**config.mk**
```make
export PLATFORM = sky130hd
export DESIGN_NAME = pe_mac
export DESIGN_NICKNAME = d
export VERILOG_FILES = /design/src/rtl/pe_mac.sv
export SDC_FILE = /design/constraint.sdc
export NUM_CORES = 1
export LEC_CHECK = 0
export BUFFER_PORTS_ARGS = -buffer_cell sky130_fd_sc_hd__clkbuf_2
export CAP_MARGIN = 10
export CORE_ASPECT_RATIO = 1.75
export CORE_MARGIN = 4
export CORE_UTILIZATION = 64
export DETAILED_ROUTE_END_ITERATION = 8
export PLACE_DENSITY_LB_ADDON = 0.08
export SETUP_SLACK_MARGIN = 0.4
export SLEW_MARGIN = 20
export SYNTH_ARGS = -nofsm -noshare
export SYNTH_HDL_FRONTEND = slang
export SYNTH_SLANG_ARGS = --single-unit
```
**constraint.sdc**
```tcl
create_clock -name clk -period 12.55 [get_ports clk]
set_input_delay 1.8825 -clock clk [delete_from_list [all_inputs] [get_ports clk]]
set_output_delay 1.8825 -clock clk [all_outputs]
set_load 0.005 [all_outputs]
```
**src/rtl/pe_mac.sv**
```systemverilog
// Output-stationary MAC processing element: forwards A/B operands, accumulates a dot product
// per run, parks it in a result register and drains it through a load/shift chain. Optional macro: PE_SAT_EN.
module pe_mac #(
  parameter int DATA_W = 8,
  parameter int ACC_W  = 24,
  parameter bit SIGNED = 1'b1
) (
  input  logic              clk,
  input  logic              rstn,
  input  logic [DATA_W-1:0] a_in,
  input  logic              a_vld_in,
  input  logic              a_last_in,
  input  logic [DATA_W-1:0] b_in,
  input  logic              b_vld_in,
  input  logic              flush_in,
  input  logic              load_in,
  input  logic              shift_in,
  input  logic [ACC_W-1:0]  psum_in,
  input  logic              psum_vld_in,
  output logic [DATA_W-1:0] a_out,
  output logic              a_vld_out,
  output logic              a_last_out,
  output logic [DATA_W-1:0] b_out,
  output logic              b_vld_out,
  output logic [ACC_W-1:0]  psum_out,
  output logic              psum_vld_out,
  output logic              overrun,
  output logic              sat
);

  localparam int PROD_W = 2 * DATA_W;

  typedef enum logic [0:0] {
    ST_IDLE = 1'b0,
    ST_ACC  = 1'b1
  } state_e;

  state_e            state_q, state_d;
  logic [ACC_W-1:0]  acc_q, acc_d;
  logic [ACC_W-1:0]  res_q, res_d;
  logic              res_vld_q, res_vld_d;
  logic [ACC_W-1:0]  psum_q, psum_d;
  logic              psum_vld_q, psum_vld_d;
  logic              overrun_q, overrun_d;
  logic [DATA_W-1:0] a_q, a_d, b_q, b_d;
  logic              a_vld_q, a_vld_d, a_last_q, a_last_d, b_vld_q, b_vld_d;

  logic              take;
  logic [PROD_W-1:0] a_ext, b_ext, prod_w;
  logic [ACC_W-1:0]  prod_x, base, sum;

  // Operand extension and product; the low PROD_W bits of the widened multiply are exact
  // for both signed and unsigned operands.
  always_comb begin : product_path
    if (SIGNED) begin
      a_ext  = PROD_W'($signed(a_in));
      b_ext  = PROD_W'($signed(b_in));
      prod_w = a_ext * b_ext;
      prod_x = ACC_W'($signed(prod_w));
    end else begin
      a_ext  = PROD_W'(a_in);
      b_ext  = PROD_W'(b_in);
      prod_w = a_ext * b_ext;
      prod_x = ACC_W'(prod_w);
    end
    // An empty accumulator contributes zero, so IDLE and ACC share one adder.
    base = (state_q == ST_ACC) ? acc_q : '0;
  end

`ifdef PE_SAT_EN
  logic [ACC_W:0] sum_w;
  logic           sum_clamp;
  logic           sat_q, sat_d;

  always_comb begin : sum_path
    sum_clamp = 1'b0;
    if (SIGNED) begin
      sum_w = {base[ACC_W-1], base} + {prod_x[ACC_W-1], prod_x};
      sum   = sum_w[ACC_W-1:0];
      if (sum_w[ACC_W] != sum_w[ACC_W-1]) begin
        sum_clamp = 1'b1;
        sum       = {sum_w[ACC_W], {(ACC_W-1){~sum_w[ACC_W]}}};
      end
    end else begin
      sum_w = {1'b0, base} + {1'b0, prod_x};
      sum   = sum_w[ACC_W-1:0];
      if (sum_w[ACC_W]) begin
        sum_clamp = 1'b1;
        sum       = '1;
      end
    end
    sat_d = sat_q | (take & sum_clamp);
  end

  always_ff @(posedge clk) begin
    if (!rstn) sat_q <= 1'b0;
    else       sat_q <= sat_d;
  end

  assign sat = sat_q;
`else
  always_comb begin : sum_path
    sum = base + prod_x;
  end

  assign sat = 1'b0;
`endif

  always_comb begin : next_state
    // NOTE: every _d gets its hold value first so no path through this block infers a latch.
    state_d    = state_q;
    acc_d      = acc_q;
    res_d      = res_q;
    res_vld_d  = res_vld_q;
    psum_d     = psum_q;
    psum_vld_d = psum_vld_q;
    overrun_d  = overrun_q;
    a_d        = a_in;
    a_vld_d    = a_vld_in;
    a_last_d   = a_last_in;
    b_d        = b_in;
    b_vld_d    = b_vld_in;

    // A flush suppresses any operand pair arriving in the same cycle.
    take = a_vld_in & b_vld_in & ~flush_in;

    if (load_in) begin
      psum_d     = res_q;
      psum_vld_d = res_vld_q;
      res_vld_d  = 1'b0;
    end else if (shift_in) begin
      psum_d     = psum_in;
      psum_vld_d = psum_vld_in;
    end

    if (flush_in) begin
      acc_d   = '0;
      state_d = ST_IDLE;
    end else if (take) begin
      if (a_last_in) begin
        // A load in this cycle already took the old result, so nothing is lost.
        if (res_vld_q && !load_in) overrun_d = 1'b1;
        res_d     = sum;
        res_vld_d = 1'b1;
        acc_d     = '0;
        state_d   = ST_IDLE;
      end else begin
        acc_d   = sum;
        state_d = ST_ACC;
      end
    end
  end

  // NOTE: state registers use non-blocking assignments so every flop samples pre-edge values.
  always_ff @(posedge clk) begin
    if (!rstn) begin
      state_q    <= ST_IDLE;
      acc_q      <= '0;
      res_q      <= '0;
      res_vld_q  <= 1'b0;
      psum_q     <= '0;
      psum_vld_q <= 1'b0;
      overrun_q  <= 1'b0;
      a_q        <= '0;
      a_vld_q    <= 1'b0;
      a_last_q   <= 1'b0;
      b_q        <= '0;
      b_vld_q    <= 1'b0;
    end else begin
      state_q    <= state_d;
      acc_q      <= acc_d;
      res_q      <= res_d;
      res_vld_q  <= res_vld_d;
      psum_q     <= psum_d;
      psum_vld_q <= psum_vld_d;
      overrun_q  <= overrun_d;
      a_q        <= a_d;
      a_vld_q    <= a_vld_d;
      a_last_q   <= a_last_d;
      b_q        <= b_d;
      b_vld_q    <= b_vld_d;
    end
  end

  assign a_out        = a_q;
  assign a_vld_out    = a_vld_q;
  assign a_last_out   = a_last_q;
  assign b_out        = b_q;
  assign b_vld_out    = b_vld_q;
  assign psum_out     = psum_q;
  assign psum_vld_out = psum_vld_q;
  assign overrun      = overrun_q;

endmodule

```
== Yosys cells after proc, flatten, opt, wreduce, memory -nomap -nowiden ==
Cells that the tools add are included.

* Flip-flop bits (word level): 95
* Input bits: 49

* $mul: 1
* Bitwise gates (word level): 4
* Muxes and demuxes: 11
* Add/sub/neg operators: 1
* Reduce and logical (&&, ||, !) cells: 6

{| class="wikitable"
|+ Operators with widths
! operator !! number
|-
| $mux W24 || 4
|-
| $add A24 B24 Y24 || 1
|-
| $mul A8 B8 Y16 || 1
|-
| $mux W1 || 7
|-
| $reduce_and A4 Y1 || 1
|-
| $reduce_and A3 Y1 || 1
|-
| $and A1 B1 Y1 || 2
|-
| $not A1 Y1 || 2
|-
| $reduce_bool A2 Y1 || 1
|-
| $reduce_or A2 Y1 || 1
|-
| $logic_and A1 B1 Y1 || 1
|-
| $logic_not A1 Y1 || 1
|}

== Longest topological paths before layout ==
Gate-level depths: netlist of run 1.

* Word-level depth: 4
* Depth in mapped cells: 29
* Gate-level depth less buffers: 29

== Worst setup path before layout of run 1 ==
Ideal clock, no wire load.

* Path kind: input to register
* From: input a_in[7]
* To: register acc_q[23]
* Arrival: 8.000 ns
* Slack: 4.476 ns
* Required time: 12.476 ns
* Stages: 28
* Path buffers: 1
* Cells stage by stage: clkbuf_1 -> and2_1 -> fa_1 -> inv_1 -> fa_1 -> inv_1 -> fa_1 -> inv_1 -> fa_1 -> inv_1 -> ha_1 -> a21oi_1 -> o21bai_1 -> a21oi_1 -> o21ai_0 -> a21oi_1 -> o21bai_1 -> a21oi_1 -> xnor2_1 -> ha_1 -> nand3_1 -> o311ai_0 -> and4_1 -> o31ai_2 -> a211oi_1 -> a211oi_2 -> or4_1 -> a31oi_1

* Cells in the longest elaborated chain, start to end: 3

{| class="wikitable"
|+ Ends and longest elaborated chain
! element !! line !! source
|-
| from (decl) || 10 || <nowiki>input logic [DATA_W-1:0] a_in,</nowiki>
|-
| $mul A8 B8 Y16 || 58 || <nowiki>prod_w = a_ext * b_ext;</nowiki>
|-
| $add A24 B24 Y24 || 103 || <nowiki>sum = base + prod_x;</nowiki>
|-
| $mux W24 || 140 || <nowiki>if (a_last_in) begin</nowiki>
|-
| to (signal assigned) || 158 || <nowiki>acc_q <= '0;</nowiki>
|-
| to (signal assigned) || 171 || <nowiki>acc_q <= acc_d;</nowiki>
|-
| to (decl) || 39 || <nowiki>logic [ACC_W-1:0] acc_q, acc_d;</nowiki>
|}

No other way between the ends.
A chain may end at the register's enable or synchronous reset.

== Final worst setup path of run 1 ==
* From: input a_in[3]
* To: register acc_q[23]

The elaborated chain is that of the path after synthesis.

==> summary.txt, run 1 <==
Floorplan
  – Core area: 11200 µm²
  – Initial Utilization: 65.9%
  – I/O pin cnt: 95
  – DIE AREA: 13400 µm²
  – Cell row count: 51
  – DIE HEIGHT: 150 µm
  – DIE WIDTH: 89.1 µm

Synthesis
  – FFs w/ async S/R, synth: 0%
  – Cells after Synth: 850
  – Synth Flop Type: dfxtp_1
  – EDFF count, synth: 0
  – Ranking of synthesized cells by area: dfxtp_1, fa_1, and2_1
  – Synth Area per Inst: 8.66 µm²
  – Ys Warns: 0
  – Post-Syn Area: 7360 µm²
  – Syn_nets: 1006
  – Yosys top cell area share: 25.8%
  – Yosys top cell by area: dfxtp_1
  – Netlist cell types: 61
  – Post-synthesis register bit count: 95
  – Register area share after synthesis: 25.8%

Worst setup path
  – Critical Path RT: 12.80 ns
  – WP buf/inv: 5
  – Setup CP Type: in2reg
  – Delay-heaviest family, CP: adder cells
  – CP Data Arrival Time: 8.84 ns
  – Max stage delay on crit path: 0.81 ns
  – Worst setup SP type: primary input
  – Critical path capture point type: register
  – Critical path depth in cells: 28
  – Worst R2R Path Depth: 15
  – Critical path's slowest cell: o311ai_0
  – Crit Path Max Fanout: 9

CTS
  – Post-cts sizing count: 0
  – CTS Hold Bufs: 0
  – Clk_lat worst skew: 0.35 ns
  – Clk root buf: clkbuf_16
  – CTS Sinks: 95
  – Postcts setup bufs: 0
  – Clock Pin Slew Worst Setup and Hold Paths: 0.06 ns
  – TritonCTS buffer count: 9
  – Max clock buf depth: 2
  – CTS HTree Levels: 3
  – TritonCTS clock tree: yes

Timing
  – Final slew viol count: 0
  – Worst slew margin: 28.2%
  – TNS Setup: 0 ns
  – Final Hold Fails: 0
  – Worst Max-Slew Pin Slew: 1.08 ns
  – Final setup viols: 0
  – Layout Skew: 0.0111 ns
  – Fin crit period: 8.59 ns
  – RSZ-0062 raised after global routing: false
  – Max Freq: 0.116 GHz
  – Final Worst Setup Slack: 3.96 ns
  – Fin crit share: 68.4%

Finish
  – Layout Nets: 1078
  – Area growth syn-to-layout: 11.4%
  – Ant. Diodes: 0
  – Final Util: 73.4%
  – Fraction of layout instances using a drive strength above 1: 14.0%

Placement
  – Place WS: 3.73 ns
  – GPL Wtd Cong: 0.879
  – PortBufs: 93
  – DP HPWL: 12.7 mm

Routing
  – DRC Markers: 0
  – Avg WL per Cell: 14.9 µm
  – Pre-antenna DRT Iters: 5
  – Initial DRC count: 173
  – Routed wire length: 15.8 mm
  – Via-per-instance ratio: 5.53
  – Via count: 5860
  – ANT nets after route: 0

Pwr
  – P_leak: 3.82 nW
  – Cell Pwr Density: 225 nW/µm²
  – VDD IR-drop max: 174 µV

Global route
  – Number of global-route vias before repair: 6012
  – Largest net degree at the start of global routing: 76
  – First-pass GRT wire length: 26.7 mm
  – Gr ovfl total: 0
  – Initial antenna violation count: 0
  – Gr usage total: 25.1%

Min path
  – WHS Path Cells: 2
  – Type of the worst min-delay path: reg2reg

Run status
  – Outcome: finished clean

Job
  – Maximum capacitance violations: 0
[kinds of logic after synthesis]
logic type,after synthesis,share of synthesized area [%]
buffers and inverters,137,7.03
other,1,0.0509
and+or+nand+nor,305,21.0
xor gates and xnor gates,39,5.59
muxes,27,3.69
DFF,95,25.8
AOI/OAI and AO/OA,139,12.9
adders and majority gates,107,23.9
[per-layer routing]
| metal | part of all wire, % | global-route usage, % | up-vias |
|---|---|---|---|
| li1 | - | - | 2886 |
| met1 | 37 | 26.8 | 2762 |
| met2 | 55 | 47.1 | 163 |
| met3 | 4.6 | 3.80 | 49 |
| met4 | 3.7 | 10.7 | 0 |
| met5 | 0 | 0 | - |
[final cells by class]
class	count	area, µm²
clock inverters	6	90.1
flip-flops and latches	95	1900
repair buffers	96	488
inverters	102	383
fillers	884	2970
clock buffers	10	229
well taps	132	165
multi-input cells	618	4940
[worst reg2reg max path: cells and delay by family (launching register included)]
family / cells / cell delay [ns]
AOI/OAI and AO/OA: 8 / 2.01
and+or+nand+nor: 4 / 0.88
DFF: 1 / 0.86
adders and majority gates: 2 / 0.60
buffers and inverters: 1 / 0.05
[layout by cell type (no fill, tap or decap), drive strengths merged, types with 3 or more instances in the layout]
| master | n |
|---|---|
| and2 | 111 |
| inv | 104 |
| clkbuf | 103 |
| dfxtp | 95 |
| nand2 | 92 |
| fa | 56 |
| nor2 | 54 |
| ha | 51 |
| o21ai | 38 |
| xnor2 | 31 |
| mux2i | 26 |
| a21oi | 25 |
| a21boi | 20 |
| a22oi | 19 |
| nand3 | 9 |
| nor3 | 9 |
| nor2b | 8 |
| o21a | 8 |
| o21bai | 6 |
| xor2 | 6 |
| nand2b | 4 |
| a21o | 4 |
| a211oi | 4 |
| and3 | 3 |
| nor3b | 3 |
| buf | 3 |
| o211ai | 3 |
| or2 | 3 |
[registers in the layout (all words and copies together), names as in the netlist]
| name | count |
|---|---|
| psum_vld_out | 1 |
| b_out | 8 |
| a_out | 8 |
| b_vld_out | 1 |
| a_last_out | 1 |
| acc_q | 24 |
| a_vld_out | 1 |
| res_q | 24 |
| psum_out | 24 |
| state_q | 1 |
| res_vld_q | 1 |
| overrun | 1 |
[synthesized netlist by cell type (all sizes together) (8+ instances only)]
| library cell | number |
|---|---|
| inv | 102 |
| dfxtp | 95 |
| o21ai | 38 |
| clkbuf | 34 |
| nor2b | 8 |
| nand2 | 92 |
| o21a | 8 |
| xnor2 | 31 |
| mux2i | 26 |
| nand3 | 9 |
| a22oi | 19 |
| and2 | 111 |
| fa | 56 |
| nor2 | 54 |
| nor3 | 9 |
| ha | 51 |
| a21oi | 25 |
| a21boi | 20 |
[worst paths after layout]
kind                  start         to  slack [ns]
setup / recovery    a_in[3]  acc_q[23]        3.96
hold / removal    acc_q[20]  acc_q[20]        0.46
setup reg to reg    state_q  acc_q[20]        8.05
hold reg to reg   acc_q[20]  acc_q[20]        0.46
[through the flow]
step | area [µm²] | hold slack, ns | power (mW) | cells
after floorplan | 7360 | 0.427 | 1.30 | 850
after global placement | 7880 | 0.435 | 1.50 | 1043
after detailed placement | 7880 | 0.450 | 1.54 | 1043
after CTS | 8200 | 0.461 | 1.84 | 1059
after global routing | 8200 | 0.487 | 2.00 | 1059
final | 8200 | 0.458 | 1.84 | 1059
[power by group]
part	internal, mW	leakage (nW)	total, mW	switching, mW
Sequential	0.323	0.774	0.333	0.0102
Clock	0.176	0.153	0.296	0.120
Combinational	0.517	2.89	1.21	0.698
Total	1.02	3.82	1.84	0.828
Power figures use the tool's default switching activity.
==> inputs of run 2 (changes only) <==
- CORE_UTILIZATION: 64 -> 54
- clock period: 12.55 -> 7.19 ns (I/O delays scaled with it)
==> summary.txt, run 2 (same netlist as run 1, synthesis figures left out) <==
Run status
  – Outcome: finished clean

Finish
  – Ant. Diodes: 0
  – Fin cells: 1128
  – Non-Filler Cell Area, Final: 8760 µm²
  – Layout Nets: 1105
  – Commonest cells after routing, fill and taps aside: and2_1, dfxtp_1, inv_1
  – Fraction of layout instances using a drive strength above 1: 21.3%
  – Area growth syn-to-layout: 18.9%
  – FILL cells: 1166
  – Commonest non-fill, non-tap cell in the layout: and2_1

CTS
  – CTS Hold Bufs: 0
  – Clk_lat worst skew: 0.35 ns
  – CTS Sinks: 95
  – TritonCTS clock tree: yes
  – CTS HTree Levels: 3
  – Clk root buf: clkbuf_16
  – Max clock buf depth: 2
  – TritonCTS buffer count: 9
  – Clock Pin Slew Worst Setup and Hold Paths: 0.06 ns

Timing
  – Final Worst Setup Slack: 0.479 ns
  – Final slew viol count: 0
  – Layout Skew: 0.0107 ns
  – Fin crit period: 6.71 ns
  – Hold Slack: 0.453 ns
  – Max Freq: 0.149 GHz
  – Worst slew margin: 27.1%
  – RSZ-0062 raised after global routing: true
  – Final Hold Fails: 0
  – Worst Max-Slew Pin Slew: 1.09 ns
  – Final setup viols: 0
  – Fin crit share: 93.3%

Routing
  – Avg WL per Cell: 14.5 µm
  – Routed wire length: 16.4 mm
  – Via count: 5898
  – Via-per-instance ratio: 5.23
  – DRC Markers: 0
  – Pre-antenna DRT Iters: 4
  – ANT nets after route: 0
  – Initial DRC count: 268

Global route
  – Gr ovfl total: 0
  – Gr usage total: 21.6%
  – Initial antenna violation count: 0
  – First-pass GRT wire length: 27.0 mm
  – Largest net degree at the start of global routing: 76
  – Number of global-route vias before repair: 5953

Worst setup path
  – Reg2reg end: acc_q[20]
  – Worst R2R Path Depth: 15
  – Crit Path Max Fanout: 9
  – Critical path capture point type: register
  – Critical Path Start: a_in[7]
  – R2R setup slack: 2.75 ns
  – CP Data Arrival Time: 6.89 ns
  – Critical Path RT: 7.37 ns
  – Setup CP Type: in2reg
  – Worst Setup EP: acc_q[23]
  – FF-to-FF Start: state_q
  – Worst setup SP type: primary input

Min path
  – WHS Path Cells: 2
  – Type of the worst min-delay path: reg2reg

Pwr
  – Cell Pwr Density: 416 nW/µm²
  – P_leak: 4.01 nW
  – VDD IR-drop max: 256 µV

Placement
  – Place WS: -0.0548 ns
  – Number of cells after detailed placement: 1098
  – DP HPWL: 12.8 mm
  – GPL Wtd Cong: 0.903
  – Placement Cell Area: 8130 µm²
  – PortBufs: 93

Floorplan
  – DIE AREA: 15600 µm²
  – DIE HEIGHT: 162 µm
  – DIE WIDTH: 96.3 µm
  – Initial Utilization: 55.0%
  – Core area: 13400 µm²
  – Cell row count: 56
  – I/O pin cnt: 95

Job
  – Maximum capacitance violations: 0
run 2: changes by cell type in the layout (fill, tap and decap cells not counted), sizes merged:
cell,change
buf,+39
clkbuf,-10
clkinvlp,-1
bufinv,-1
run 2: per-stage QoR:
step / setup TNS (ns) / util (%) / total power, mW
after floorplan: 0 / - / 2.37
after global placement: 0 / 60.7 / 2.84
after detailed placement: -0.0863 / 60.7 / 2.89
after CTS: 0 / 63.8 / 3.55
after global routing: 0 / 65.4 / 3.95
final: 0 / 65.4 / 3.65
run 2: what timing repair did:
action                     CTS  global route
setup buffers                6             8
setup endpoints to repair    3            12
pin swaps                   11            44
resized for setup           16            73
run 2: routing by layer:
| layer | vias up | GRT usage (%) | wire, µm |
|---|---|---|---|
| met5 | - | 0 | 0 |
| met4 | 0 | 8.16 | 493 |
| li1 | 2942 | - | - |
| met3 | 34 | 1.99 | 630 |
| met2 | 144 | 40.1 | 8730 |
| met1 | 2778 | 24.8 | 6530 |
run 2: area by class of cell:
class	instances	area, µm²	share of cell area (%)
flip-flops and latches	95	1900	21.7
clock inverters	4	52.6	0.600
repair buffers	123	767	8.76
multi-input cells	618	5190	59.2
well taps	174	218	2.49
clock buffers	12	246	2.81
inverters	102	385	4.40
run 2: worst max-delay path, cell delays in order:
cell and delay [ns]:
buf_4 0.15, and2_4 0.15, fa_1 0.48, inv_1 0.05, fa_1 0.50, inv_2 0.04
fa_1 0.52, inv_1 0.05, fa_1 0.49, inv_2 0.05, ha_4 0.23, a21oi_4 0.15
o21bai_1 0.10, a21oi_2 0.17, o21ai_2 0.09, a21oi_2 0.17, o21bai_1 0.09, a21oi_1 0.18
xnor2_1 0.09, ha_1 0.31, nand3_2 0.11, o311ai_4 0.36, and4bb_2 0.33, o31ai_4 0.09
a21o_2 0.25, a211oi_4 0.29, mux2i_1 0.22, a31oi_1 0.09
run 2: worst min path at each step:
stage / start / endpoint / slack [ns]
floorplan: acc_q[20] / acc_q[20] / 0.43
global placement: res_q[4] / res_q[4] / 0.46
detailed placement: acc_q[20] / acc_q[20] / 0.46
CTS: res_q[21] / res_q[21] / 0.47
global route: res_q[21] / res_q[21] / 0.48
finish: res_q[21] / res_q[21] / 0.45
run 2: report_power, final:
group	total (mW)	switching [mW]	leakage, nW	internal, mW
sequential	0.582	0.0181	0.774	0.564
clock	0.490	0.208	0.148	0.282
combinational	2.57	1.37	3.09	1.20
total	3.65	1.60	4.01	2.05
==> inputs of run 3 (changes only) <==
- ABC_AREA: unset -> 1
==> summary.txt, run 3 <==
Run status
  – Outcome: finished clean

Floorplan
  – DIE HEIGHT: 164 µm
  – DIE AREA: 16000 µm²
  – Cell row count: 56
  – I/O pin cnt: 95
  – Initial Utilization: 55.6%
  – DIE WIDTH: 97.2 µm
  – Core area: 13500 µm²

Finish
  – Commonest non-fill, non-tap cell in the layout: nand2_1
  – Commonest cells after routing, fill and taps aside: nand2_1, inv_1, dfxtp_1
  – Area growth syn-to-layout: 11.9%
  – Storage element area: 1900 µm²
  – Multi-input logic area: 4600 µm²
  – FILL cells: 1311
  – Layout Nets: 1248
  – Ant. Diodes: 0
  – Fraction of layout instances using a drive strength above 1: 14.7%
  – Fin cells: 1271

Synthesis
  – FFs w/ async S/R, synth: 0%
  – Register area share after synthesis: 25.3%
  – Syn_nets: 1186
  – Post-Syn Area: 7520 µm²
  – Synth Flop Type: dfxtp_1
  – Synth Area per Inst: 7.30 µm²
  – Netlist cell types: 35
  – Most common cell in the netlist: nand2_1
  – Leading cell types by count after synthesis: nand2_1, inv_1, dfxtp_1
  – Ranking of synthesized cells by area: dfxtp_1, fa_1, nand2_1
  – Ys Warns: 0
  – Yosys top cell by area: dfxtp_1
  – Cells after Synth: 1030
  – Post-synthesis register bit count: 95
  – Yosys top cell area share: 25.3%
  – EDFF count, synth: 0

CTS
  – CTS HTree Levels: 3
  – CTS Sinks: 95
  – TritonCTS clock tree: yes
  – Max clock buf depth: 2
  – CTS Hold Bufs: 0
  – Clk root buf: clkbuf_16
  – Clock Pin Slew Worst Setup and Hold Paths: 0.08 ns
  – TritonCTS buffer count: 9
  – Clk_lat worst skew: 0.35 ns

Routing
  – Initial DRC count: 248
  – WL met1: 6.42 mm
  – ANT nets after route: 0
  – Avg WL per Cell: 12.9 µm
  – Via count: 6320
  – Met2 wire len: 8.81 mm
  – Detail Route met3 WL: 615 µm
  – Via-per-instance ratio: 4.97
  – DRC Markers: 0
  – Routed wire length: 16.4 mm
  – Highest Signal Layer: met4
  – Pre-antenna DRT Iters: 4

Pwr
  – VDD IR-drop max: 238 µV
  – P_leak: 4.81 nW
  – Cell Pwr Density: 356 nW/µm²
  – Total Power: 3.00 mW

Placement
  – PortBufs: 93
  – GPL Wtd Cong: 0.884
  – Place WS: 0.149 ns
  – Number of cells after detailed placement: 1251
  – DP HPWL: 13.0 mm

Timing
  – TNS Setup: 0 ns
  – Final setup viols: 0
  – Max Freq: 0.156 GHz
  – RSZ-0062 raised after global routing: false
  – Hold Slack: 0.466 ns
  – Fin crit share: 89.0%
  – Final slew viol count: 0
  – Final Hold Fails: 0
  – Fin crit period: 6.40 ns
  – Layout Skew: 0.00987 ns
  – Final Worst Setup Slack: 0.793 ns
  – Worst slew margin: 29.5%
  – Worst Max-Slew Pin Slew: 1.06 ns

Worst setup path
  – Critical path's slowest cell: fa_1
  – CP Data Arrival Time: 6.64 ns
  – Setup CP Type: in2reg
  – Crit Path Max Fanout: 4
  – Max stage delay on crit path: 0.55 ns
  – Critical Path RT: 7.44 ns
  – Worst setup SP type: primary input
  – Critical path capture point type: register

Global route
  – Initial antenna violation count: 0
  – Number of global-route vias before repair: 6396
  – Gr usage total: 21.5%
  – Gr ovfl total: 0
  – First-pass GRT wire length: 28.6 mm
  – Largest net degree at the start of global routing: 69

Job
  – Maximum capacitance violations: 0

Min path
  – Type of the worst min-delay path: reg2reg
==> run 3: worst paths after layout <==
kind,depth (start not counted),to,start,slack [ns]
setup / recovery,33,res_q[23],b_in[7],0.79
hold / removal,2,acc_q[6],acc_q[6],0.47
setup reg to reg,15,acc_q[14],state_q,3.68
hold reg to reg,2,acc_q[6],acc_q[6],0.47
==> run 3: report_power, final <==
group	leakage, nW	internal, mW	total, mW	switching, mW
Clock	0.149	0.248	0.491	0.242
Combinational	3.89	0.734	1.94	1.21
Sequential	0.778	0.552	0.564	0.0123
Total	4.81	1.53	3.00	1.46
==> run 3: critical path: cells and delay by family <==
| family | cells | cell delay, ns |
|---|---|---|
| adder cells (fa/ha/maj) | 6 | 2.66 |
| AND/OR/NAND/NOR | 11 | 1.18 |
| AO/OA/AOI/OAI | 8 | 1.06 |
| buffers and inverters | 7 | 0.53 |
| XOR/XNOR | 1 | 0.13 |
==> run 3: layout make-up <==
type | count | area share, %
Sequential cell | 95 | 22.6
Clock buffer | 9 | 2.68
Clock inverter | 7 | 0.996
Multi-Input combinational cell | 655 | 54.6
Tap cell | 174 | 2.59
Timing Repair Buffer | 101 | 6.24
Inverter | 230 | 10.3
==> run 3: what timing repair did <==
item,in CTS,in global routing
setup buffers,0,4
endpoints found under the setup margin,0,18
gates resized for setup,0,11
==> run 3: metal layers <==
metal | global-route usage (%) | vias up
li1 | - | 3271
met1 | 23.9 | 2880
met2 | 40.9 | 133
met3 | 2.93 | 36
met4 | 8.82 | 0
met5 | 0 | -
==> run 3: logic make-up after synthesis <==
logic type | synth area share, %
xor+xnor | 4.52
simple gates | 19.3
buf+inv | 14.1
other cells | 0.0499
fa+ha+maj | 23.4
flops | 25.3
compound gates | 13.4
==> run 3: metrics by stage <==
step	area, µm²	utilization (%)
floorplan	7520	-
global placement	8040	59.4
detailed placement	8040	59.4
CTS	8350	61.7
global route	8420	62.2
finish	8420	62.2
